--- src/rtl/csr_unit.sv ---
// Machine-mode CSR file: trap/interrupt state, mtvec vectoring, 64-bit cycle/instret counters.
// Reads and the illegal flag are combinational; all state changes on the rising clk edge.
module csr_unit #(
    parameter int              XLEN      = 32,
    parameter int              CNT_WIDTH = 64,
    parameter logic [XLEN-1:0] HART_ID   = '0,
    parameter logic [XLEN-1:0] VENDOR_ID = 32'h6372_766d,
    parameter logic [XLEN-1:0] ARCH_ID   = 32'h6576_616d,
    parameter logic [XLEN-1:0] IMP_ID    = 32'h656e_7574
) (
    input  logic            clk,
    input  logic            arst,
    input  logic            i_csr_en,
    input  logic [1:0]      i_csr_op,
    input  logic [11:0]     i_csr_addr,
    input  logic [XLEN-1:0] i_csr_wdata,
    output logic [XLEN-1:0] o_csr_rdata,
    output logic            o_illegal,
    input  logic            i_timer_irq,
    input  logic            i_sw_irq,
    input  logic            i_ext_irq,
    input  logic            i_instr_retire,
    input  logic            i_trap_take,
    input  logic [XLEN-1:0] i_trap_cause,
    input  logic [XLEN-1:0] i_trap_pc,
    input  logic            i_mret,
    output logic            o_irq_pending,
    output logic [XLEN-1:0] o_irq_cause,
    output logic [XLEN-1:0] o_trap_vector,
    output logic [XLEN-1:0] o_mepc
);
    localparam logic [1:0]  OP_RW = 2'b01, OP_RS = 2'b10, OP_RC = 2'b11;
    localparam logic [11:0] A_MSTATUS = 12'h300, A_MIE = 12'h304, A_MTVEC = 12'h305;
    localparam logic [11:0] A_MSCRATCH = 12'h340, A_MEPC = 12'h341, A_MCAUSE = 12'h342;
    localparam logic [11:0] A_MIP = 12'h344, A_MCYCLE = 12'hB00, A_MCYCLEH = 12'hB80;
    localparam logic [11:0] A_MINSTRET = 12'hB02, A_MINSTRETH = 12'hB82;
    localparam logic [11:0] A_MVENDORID = 12'hF11, A_MARCHID = 12'hF12;
    localparam logic [11:0] A_MIMPID = 12'hF13, A_MHARTID = 12'hF14;

    logic                 r_st_mie, r_st_mpie;
    logic [2:0]           r_mie, r_mip;          // {MEI, MTI, MSI}
    logic [XLEN-1:0]      r_mtvec, r_mscratch, r_mepc, r_mcause;
    logic [CNT_WIDTH-1:0] r_mcycle, r_minstret;

    logic            w_mapped, w_ro, w_wr_try, w_we;
    logic [XLEN-1:0] w_rdata, w_wval, w_base;
    logic [2:0]      w_pend;

    always_comb begin
        w_rdata  = '0;
        w_mapped = 1'b1;
        w_ro     = 1'b0;
        case (i_csr_addr)
            A_MSTATUS: begin
                w_rdata[3]     = r_st_mie;
                w_rdata[7]     = r_st_mpie;
                w_rdata[12:11] = 2'b11;
            end
            A_MIE: begin
                w_rdata[3]  = r_mie[0];
                w_rdata[7]  = r_mie[1];
                w_rdata[11] = r_mie[2];
            end
            A_MIP: begin
                w_rdata[3]  = r_mip[0];
                w_rdata[7]  = r_mip[1];
                w_rdata[11] = r_mip[2];
            end
            A_MTVEC:     w_rdata = r_mtvec;
            A_MSCRATCH:  w_rdata = r_mscratch;
            A_MEPC:      w_rdata = r_mepc;
            A_MCAUSE:    w_rdata = r_mcause;
            A_MCYCLE:    w_rdata = XLEN'(r_mcycle[31:0]);
            A_MCYCLEH:   w_rdata = XLEN'(r_mcycle[CNT_WIDTH-1:32]);
            A_MINSTRET:  w_rdata = XLEN'(r_minstret[31:0]);
            A_MINSTRETH: w_rdata = XLEN'(r_minstret[CNT_WIDTH-1:32]);
            A_MVENDORID: begin w_rdata = VENDOR_ID; w_ro = 1'b1; end
            A_MARCHID:   begin w_rdata = ARCH_ID;   w_ro = 1'b1; end
            A_MIMPID:    begin w_rdata = IMP_ID;    w_ro = 1'b1; end
            A_MHARTID:   begin w_rdata = HART_ID;   w_ro = 1'b1; end
            default:     w_mapped = 1'b0;
        endcase
    end

    // RS/RC with a zero operand is a pure read and never counts as a write attempt.
    assign w_wr_try    = (i_csr_op == OP_RW) ||
                         ((i_csr_op == OP_RS || i_csr_op == OP_RC) && (|i_csr_wdata));
    assign o_illegal   = i_csr_en & (~w_mapped | (w_ro & w_wr_try));
    assign w_we        = i_csr_en & w_wr_try & ~o_illegal & ~i_trap_take;
    assign o_csr_rdata = w_rdata;

    always_comb begin
        case (i_csr_op)
            OP_RW:   w_wval = i_csr_wdata;
            OP_RS:   w_wval = w_rdata | i_csr_wdata;
            OP_RC:   w_wval = w_rdata & ~i_csr_wdata;
            default: w_wval = w_rdata;
        endcase
    end

    always_ff @(posedge clk) begin
        if (arst) begin
            r_st_mie   <= 1'b0;
            r_st_mpie  <= 1'b0;
            r_mie      <= '0;
            r_mip      <= '0;
            r_mtvec    <= '0;
            r_mscratch <= '0;
            r_mepc     <= '0;
            r_mcause   <= '0;
        end else begin
            r_mip <= {i_ext_irq, i_timer_irq, i_sw_irq};
            if (i_trap_take) begin
                r_st_mpie <= r_st_mie;
                r_st_mie  <= 1'b0;
                r_mepc    <= i_trap_pc & ~XLEN'(3);
                r_mcause  <= i_trap_cause;
            end else if (i_mret) begin
                r_st_mie  <= r_st_mpie;
                r_st_mpie <= 1'b1;
            end else if (w_we && i_csr_addr == A_MSTATUS) begin
                r_st_mie  <= w_wval[3];
                r_st_mpie <= w_wval[7];
            end
            if (w_we) begin
                case (i_csr_addr)
                    A_MIE:      r_mie      <= {w_wval[11], w_wval[7], w_wval[3]};
                    A_MTVEC:    r_mtvec    <= w_wval & ~XLEN'(2);
                    A_MSCRATCH: r_mscratch <= w_wval;
                    A_MEPC:     r_mepc     <= w_wval & ~XLEN'(3);
                    A_MCAUSE:   r_mcause   <= w_wval;
                    default:    ;
                endcase
            end
        end
    end

    // A write to either counter half replaces it and holds off that cycle's increment.
    always_ff @(posedge clk) begin
        if (arst) begin
            r_mcycle   <= '0;
            r_minstret <= '0;
        end else begin
            if (w_we && i_csr_addr == A_MCYCLE)
                r_mcycle[31:0] <= w_wval[31:0];
            else if (w_we && i_csr_addr == A_MCYCLEH)
                r_mcycle[CNT_WIDTH-1:32] <= w_wval[CNT_WIDTH-33:0];
            else
                r_mcycle <= r_mcycle + 1'b1;

            if (w_we && i_csr_addr == A_MINSTRET)
                r_minstret[31:0] <= w_wval[31:0];
            else if (w_we && i_csr_addr == A_MINSTRETH)
                r_minstret[CNT_WIDTH-1:32] <= w_wval[CNT_WIDTH-33:0];
            else if (i_instr_retire)
                r_minstret <= r_minstret + 1'b1;
        end
    end

    assign w_pend        = r_mip & r_mie;
    assign o_irq_pending = r_st_mie & (|w_pend);
    assign o_mepc        = r_mepc;

    always_comb begin
        o_irq_cause = '0;
        if (o_irq_pending) begin
            o_irq_cause[XLEN-1] = 1'b1;
            if (w_pend[2])      o_irq_cause[3:0] = 4'd11;
            else if (w_pend[0]) o_irq_cause[3:0] = 4'd3;
            else                o_irq_cause[3:0] = 4'd7;
        end
    end

    assign w_base        = {r_mtvec[XLEN-1:2], 2'b00};
    assign o_trap_vector = (r_mtvec[0] && i_trap_cause[XLEN-1]) ?
                           w_base + {i_trap_cause[XLEN-3:0], 2'b00} : w_base;
endmodule

--- config.mk ---
export PLATFORM = sky130hd
export DESIGN_NAME = csr_unit
export DESIGN_NICKNAME = d
export VERILOG_FILES = /design/src/rtl/csr_unit.sv
export SDC_FILE = /design/constraint.sdc
export NUM_CORES = 1
export LEC_CHECK = 0
export ABC_AREA = 1
export BUFFER_PORTS_ARGS = -buffer_cell sky130_fd_sc_hd__buf_2
export CORE_MARGIN = 2
export CORE_UTILIZATION = 35
export DETAILED_ROUTE_END_ITERATION = 7
export PLACE_DENSITY_LB_ADDON = 0.3
export SETUP_SLACK_MARGIN = 0.05
export SYNTH_ARGS = -nofsm -noshare
export SYNTH_HDL_FRONTEND = slang
export SYNTH_SLANG_ARGS = --single-unit
export TNS_END_PERCENT = 100
--- constraint.sdc ---
create_clock -name clk -period 4.15 [get_ports clk]
set_clock_uncertainty 0.2 [all_clocks]
set_input_delay 0.415 -clock clk [delete_from_list [all_inputs] [get_ports clk]]
set_output_delay 0.415 -clock clk [all_outputs]
set_load 0.01 [all_outputs]
==> results of run 1 <==
==> worst min-delay path, cell delays in order <==
cell	delay, ps
buf_2	120
mux2i_1	70
a21oi_1	130
==> area by class of cell <==
| cell class | instances | area, µm² | area share [%] |
|---|---|---|---|
| diodes | 4 | 10.0 | 0.0409 |
| repair buffers | 362 | 2390 | 9.78 |
| clock inverters | 15 | 175 | 0.715 |
| flip-flops and latches | 263 | 5270 | 21.5 |
| multi-input cells | 2692 | 13200 | 54.0 |
| inverters | 381 | 1440 | 5.86 |
| well taps | 773 | 967 | 3.95 |
| clock buffers | 49 | 1020 | 4.16 |
==> how the worst max path moves through the flow <==
stage	cells after the start	endpoint	slack, ps	start
6_report	10	o_trap_vector[21]	260	r_mtvec[8]
5_1_grt	17	o_trap_vector[20]	100	i_trap_cause[0]
4_1_cts	18	o_trap_vector[24]	160	i_trap_cause[0]
3_5_place_dp	13	r_minstret[1]	290	i_csr_addr[3]
3_3_place_gp	13	r_minstret[1]	310	i_csr_addr[3]
2_1_floorplan	14	o_trap_vector[20]	1440	i_trap_cause[0]
==> per-layer routing <==
layer	global-route usage, %	up-vias	wire length, µm
met4	23.1	2	8040
met2	52.5	1511	46900
li1	-	11900	-
met3	8.36	304	13300
met1	47.8	11800	45900
met5	0	-	13
==> cell families after synthesis <==
group / after synthesis / synth area share (%)
DFF: 263 / 25.4
and+or+nand+nor: 1739 / 35.8
xor gates and xnor gates: 103 / 4.35
AOI/OAI and AO/OA: 742 / 18.6
other: 1 / 0.0181
adders and majority gates: 32 / 1.96
buffers and inverters: 564 / 11.6
muxes: 47 / 2.27
==> flip-flops by register name, indices dropped and copies added (netlist names) <==
signal / cells
r_mcycle: 64
r_minstret: 64
o_mepc: 32
r_mcause: 32
r_mscratch: 32
r_mtvec: 31
r_mie: 3
r_mip: 3
r_st_mie: 1
r_st_mpie: 1
==> placed cells by master, fill, tap and decap left out, types with 7 or more instances in the layout <==
cell type      count
nand4_1           72
nor3_1            65
nor2_1           466
dlygate4sd3_1     37
nor4_1            12
nand3_1          207
xor2_1            91
xnor2_1           12
nand2_1          834
buf_2            216
buf_12            10
mux2i_1           47
a31oi_1           14
ha_1              31
clkinv_2           7
o21ai_0          348
o22ai_1           15
clkbuf_16         36
or2_2             17
a21o_1             8
nand3b_1          13
nor3b_1            7
nor2_4             9
clkbuf_8           7
inv_2             18
nor2_2            13
a21oi_1          292
inv_1            360
buf_4             99
o21ai_1           32
conb_1            29
dfxtp_1          263
==> power breakdown <==
part	leakage (nW)	switching [mW]	internal (mW)
Combinational	8.00	0.608	0.270
Clock	0.591	1.32	1.91
Sequential	2.14	0.0728	2.59
Total	10.7	2.00	4.77
==> per-stage QoR <==
stage / utilization (%) / setup WS (ps) / power, mW
4_1_cts: 41.6 / 164 / 6.76
3_5_place_dp: 39.0 / 294 / 3.53
2_1_floorplan: - / 1440 / 3.12
5_1_grt: 41.7 / 104 / 6.95
3_3_place_gp: 39.0 / 313 / 3.52
6_report: 41.7 / 260 / 6.78
==> repair_timing <==
action	CTS	global route
endpoints found under the setup margin	0	2
hold buffers	37	0
resized for setup	0	3
endpoints found under the hold margin	37	0
==> impl_metrics.json, run 1 <==
{
  "synthArstFlopShare_pct": 0,
  "die_h_um": 248,
  "min_period_ps": 3890,
  "slew_viol_final": 4,
  "r2r_slack_ps": 630,
  "slowest_delay_ps": 490,
  "cts-root-buf": "clkbuf_16",
  "synth_top_cell_by_area": "dfxtp_1",
  "crit_slowest_cell": "dfxtp_1",
  "place_congestion": 1.09,
  "finalHoldViolCount": 0,
  "tns_ps": 0,
  "holdWs_ps": 11.4,
  "hold_depth": 3,
  "die-area_um2": 61300,
  "yosys_warnings": 0,
  "hold-path-endpoint": "r_mcause[17]",
  "yosysMostFrequentCell": "nand2_1",
  "fin_cells": 4539,
  "viasPerCell": 5.60,
  "r2r_start": "r_mcycle[1]",
  "cap_violations": 1,
  "track_usage_pct": 36.1,
  "status": "finished with violations",
  "ir_drop_mv": 0.257,
  "die_w_um": 248,
  "wl_per_cell_um": 25.2,
  "hpwlAfterDp_mm": 90.3,
  "reg2reg_depth": 12,
  "ys_seq_area_share_pct": 25.4,
  "cts_buffers": 35,
  "clk_pin_slew_worst_paths_ps": 60,
  "numPortBuffers": 217,
  "synthTopCellsByCount": "nand2_1 (836), nor2_1 (466), inv_1 (361)",
  "synth_area_um2": 20800,
  "drtIter0Drc": 3324,
  "setup_violations": 0,
  "crit_fanout": 5,
  "fin_area_um2": 24500,
  "synth_top_area_share_pct": 25.4,
  "row_count": 89,
  "vias": 25400,
  "start_util_pct": 35.3,
  "worstPathArrival_ps": 3270,
  "post-cts-setup-buffers": 0,
  "io_pins": 249,
  "startpoint_type": "flip-flop",
  "ys_types": 55,
  "ys.flop_type": "dfxtp_1",
  "fin_nets": 3886,
  "insertion_delay_ps": 590,
  "syn2layout_area_growth_pct": 18.0,
  "syn-mean-instance-area_um2": 5.95,
  "nFillCells": 6606,
  "path_common_cell": "a21oi_1",
  "crit_type": "flip-flop to output pin",
  "violations": "max-capacitance violations, max-slew violations",
  "hp-start": "i_trap_cause[17]",
  "cp_cell_sequence": "ha_1 > a21oi_1 > a21boi_0 > nand2_1 > a21oi_1 > o21bai_1 > or2_2 > nand3_1 > o21ai_0 > buf_2",
  "crit_family": "compound AO/OA/AOI/OAI gates",
  "clockBufferDepth": 3,
  "rsz0062_at_grt": "false",
  "synth_edf_count": 0,
  "htreeDepth": 2,
  "synth_area_leaders": "dfxtp_1 (25%), nand2_1 (15%), nor2_1 (8.4%), o21ai_0 (8.4%), a21oi_1 (7.1%)",
  "tritoncts": "done",
  "grt_pass1_wl_mm": 159,
  "relSlewSlack_pct": -1.41,
  "crit_buf_inv": 1,
  "first_global_vias": 22500,
  "overflow": 0,
  "worstSetupEndpointType": "output pin",
  "min_period_over_period_pct": 93.7,
  "dp.cells": 4434,
  "grt_start_max_net_pins": 85,
  "tightest_slew_ps": 1510,
  "hold_class": "primary input to flip-flop",
  "ys_seq_elements": 263,
  "antenna_found_initial": 8,
  "placed_cell_area_um2": 22900,
  "max_freq_ghz": 0.257,
  "r2r_end": "r_mcycle[40]",
  "syn_inst": 3491,
  "wirelength_mm": 114,
  "core_um2": 58800,
  "drc": 0,
  "clock_sinks": 263,
  "crit_required_ps": 3530,
  "p_per_area_nw_per_um2": 277,
  "ant_nets": 0,
  "drtPass1Iterations": 6,
  "p_leak_nw": 10.7,
  "drive_gt1_share_pct": 12.5
}
(Power assumes the default switching activity.)
==> inputs of run 2 (changes only) <==
--- a/config.mk
+++ b/config.mk
@@ -10,6 +10,7 @@
 export CORE_MARGIN = 2
 export CORE_UTILIZATION = 35
 export DETAILED_ROUTE_END_ITERATION = 7
+export MAX_ROUTING_LAYER = met4
 export PLACE_DENSITY_LB_ADDON = 0.3
 export SETUP_SLACK_MARGIN = 0.05
 export SYNTH_ARGS = -nofsm -noshare
==> run 2 against run 1 <==
Critical path type unchanged. Global-route usage is 0.64 points higher. Fmax is 0.45% lower. The flow still finishes with violations (max-capacitance violations, max-slew violations). Final area is 0.21% lower. Combinational power is 2% lower. Die area stayed put. Total power is 0.58% higher. Clock power is 2% higher. Flip-flop and latch count stayed put.
==> impl_metrics.json, run 2 (synthesis results as in run 1) <==
{
  "dp.cells": 4435,
  "p_leak_nw": 10.7,
  "crit_type": "flip-flop to output pin",
  "clk_pin_slew_worst_paths_ps": 60,
  "crit_slowest_cell": "dfxtp_1",
  "status": "finished with violations",
  "die-area_um2": 61300,
  "hold_depth": 3,
  "fin_area_um2": 24400,
  "placed_cell_area_um2": 22900,
  "violations": "max-capacitance violations, max-slew violations",
  "setup_slack_ps": 242,
  "crit_family": "simple AND/OR/NAND/NOR gates",
  "worstSetupEndpointType": "output pin",
  "ant_nets": 0,
  "fin_nets": 3882,
  "tightest_slew_ps": 1490,
  "wl_per_cell_um": 24.7,
  "cts_buffers": 35,
  "crit_buf_inv": 4,
  "row_count": 89,
  "cp_cell_sequence": "ha_1 > inv_1 > fa_1 > inv_1 > nand3_1 > nand2_1 > a21boi_0 > inv_1 > nand2_1 > nand2_1 > a21oi_1 > or2_2 > nand3_1 > o21ai_0 > buf_2",
  "crit_required_ps": 3530,
  "die_h_um": 248,
  "track_usage_pct": 36.7,
  "cap_violations": 1,
  "crit_fanout": 4,
  "tritoncts": "done",
  "largestRegisters": "r_mcycle x64, r_minstret x64",
  "reg2reg_depth": 12,
  "hpwlAfterDp_mm": 89.6,
  "grt_pass1_wl_mm": 158,
  "min_period_ps": 3910,
  "clock_sinks": 263,
  "layout_commonest_cell": "nand2_1",
  "overflow": 0,
  "drive_gt1_share_pct": 12.4,
  "worst-path-stages": 15,
  "place_congestion": 1.07,
  "first_global_vias": 22600,
  "seqCellArea_um2": 5270,
  "max_freq_ghz": 0.256,
  "die_w_um": 248,
  "multi_input_area_um2": 13200,
  "final_cell_mix": "nand2_1 (835), nor2_1 (466), inv_1 (360)",
  "slowest_delay_ps": 430,
  "drc": 0,
  "p_per_area_nw_per_um2": 279,
  "core_um2": 58800,
  "dpl_worst_slack_ps": 482,
  "tns_ps": 0,
  "startpoint_type": "flip-flop",
  "start_util_pct": 35.3,
  "htreeDepth": 2,
  "antenna_found_initial": 9,
  "cts-root-buf": "clkbuf_16",
  "slew_viol_final": 1,
  "numPortBuffers": 217,
  "wirelength_mm": 112,
  "finalPower_mw": 6.82,
  "clockBufferDepth": 3,
  "drtIter0Drc": 3486,
  "vias": 25400,
  "insertion_delay_ps": 590,
  "viasPerCell": 5.59,
  "finalHoldViolCount": 0,
  "hold_class": "primary input to flip-flop",
  "worstPathArrival_ps": 3290,
  "io_pins": 249,
  "min_period_over_period_pct": 94.2,
  "relSlewSlack_pct": -0.0537,
  "drtPass1Iterations": 6,
  "rsz0062_at_grt": "false",
  "nFillCells": 6586,
  "final_util_pct": 41.6,
  "syn2layout_area_growth_pct": 17.7,
  "fin_cells": 4535,
  "holdWs_ps": 12.2,
  "setup_violations": 0,
  "post-cts-setup-buffers": 0,
  "grt_start_max_net_pins": 70,
  "ir_drop_mv": 0.259
}
## run 2: changes by cell type in the layout (fill, tap and decap cells not counted), sizes merged
cell and delta:
bufinv +1, inv +1, diode +4, clkinv -6
dlygate4sd3 -5, buf +1
## run 2: path summary, 6_finish.rpt
path,start,slack (ps),to
setup reg to reg,r_mcycle[1],990,r_mcycle[40]
hold / removal,i_trap_cause[31],10,r_mcause[31]
setup / recovery,r_mtvec[2],240,o_trap_vector[20]
hold reg to reg,r_mscratch[0],250,r_mscratch[0]
## run 2: cell type report
type | instances | share of cell area, %
Tap cell | 773 | 3.96
Clock inverter | 11 | 0.722
Sequential cell | 263 | 21.5
Inverter | 381 | 5.87
Clock buffer | 49 | 4.21
Timing Repair Buffer | 358 | 9.52
Antenna cell | 8 | 0.0819
Multi-Input combinational cell | 2692 | 54.1
## run 2: layer usage
layer / share of wire [%] / up-vias / global-route usage [%]
met4: 6.5 / 0 / 20.3
met1: 42 / 11700 / 48.2
met3: 11 / 269 / 7.61
li1: - / 11900 / -
met2: 41 / 1502 / 52.3
met5: 0 / - / -
## run 2: power breakdown
part | switching (mW) | internal (mW)
registers | 0.0694 | 2.59
clock network | 1.31 | 1.98
logic | 0.598 | 0.264
## run 2: worst register-to-register path, delay by kind of cell (launching register included)
family / cells / cell delay (ps)
simple gates: 10 / 2110
flops: 1 / 460
fa+ha+maj: 1 / 300
buf+inv: 1 / 40
## run 2: repair_timing
action | 4_1_cts | 5_1_grt
setup endpoints to repair | 0 | 1
hold buffers | 32 | 0
hold endpoints to repair | 32 | 0
gates resized for setup | 0 | 1
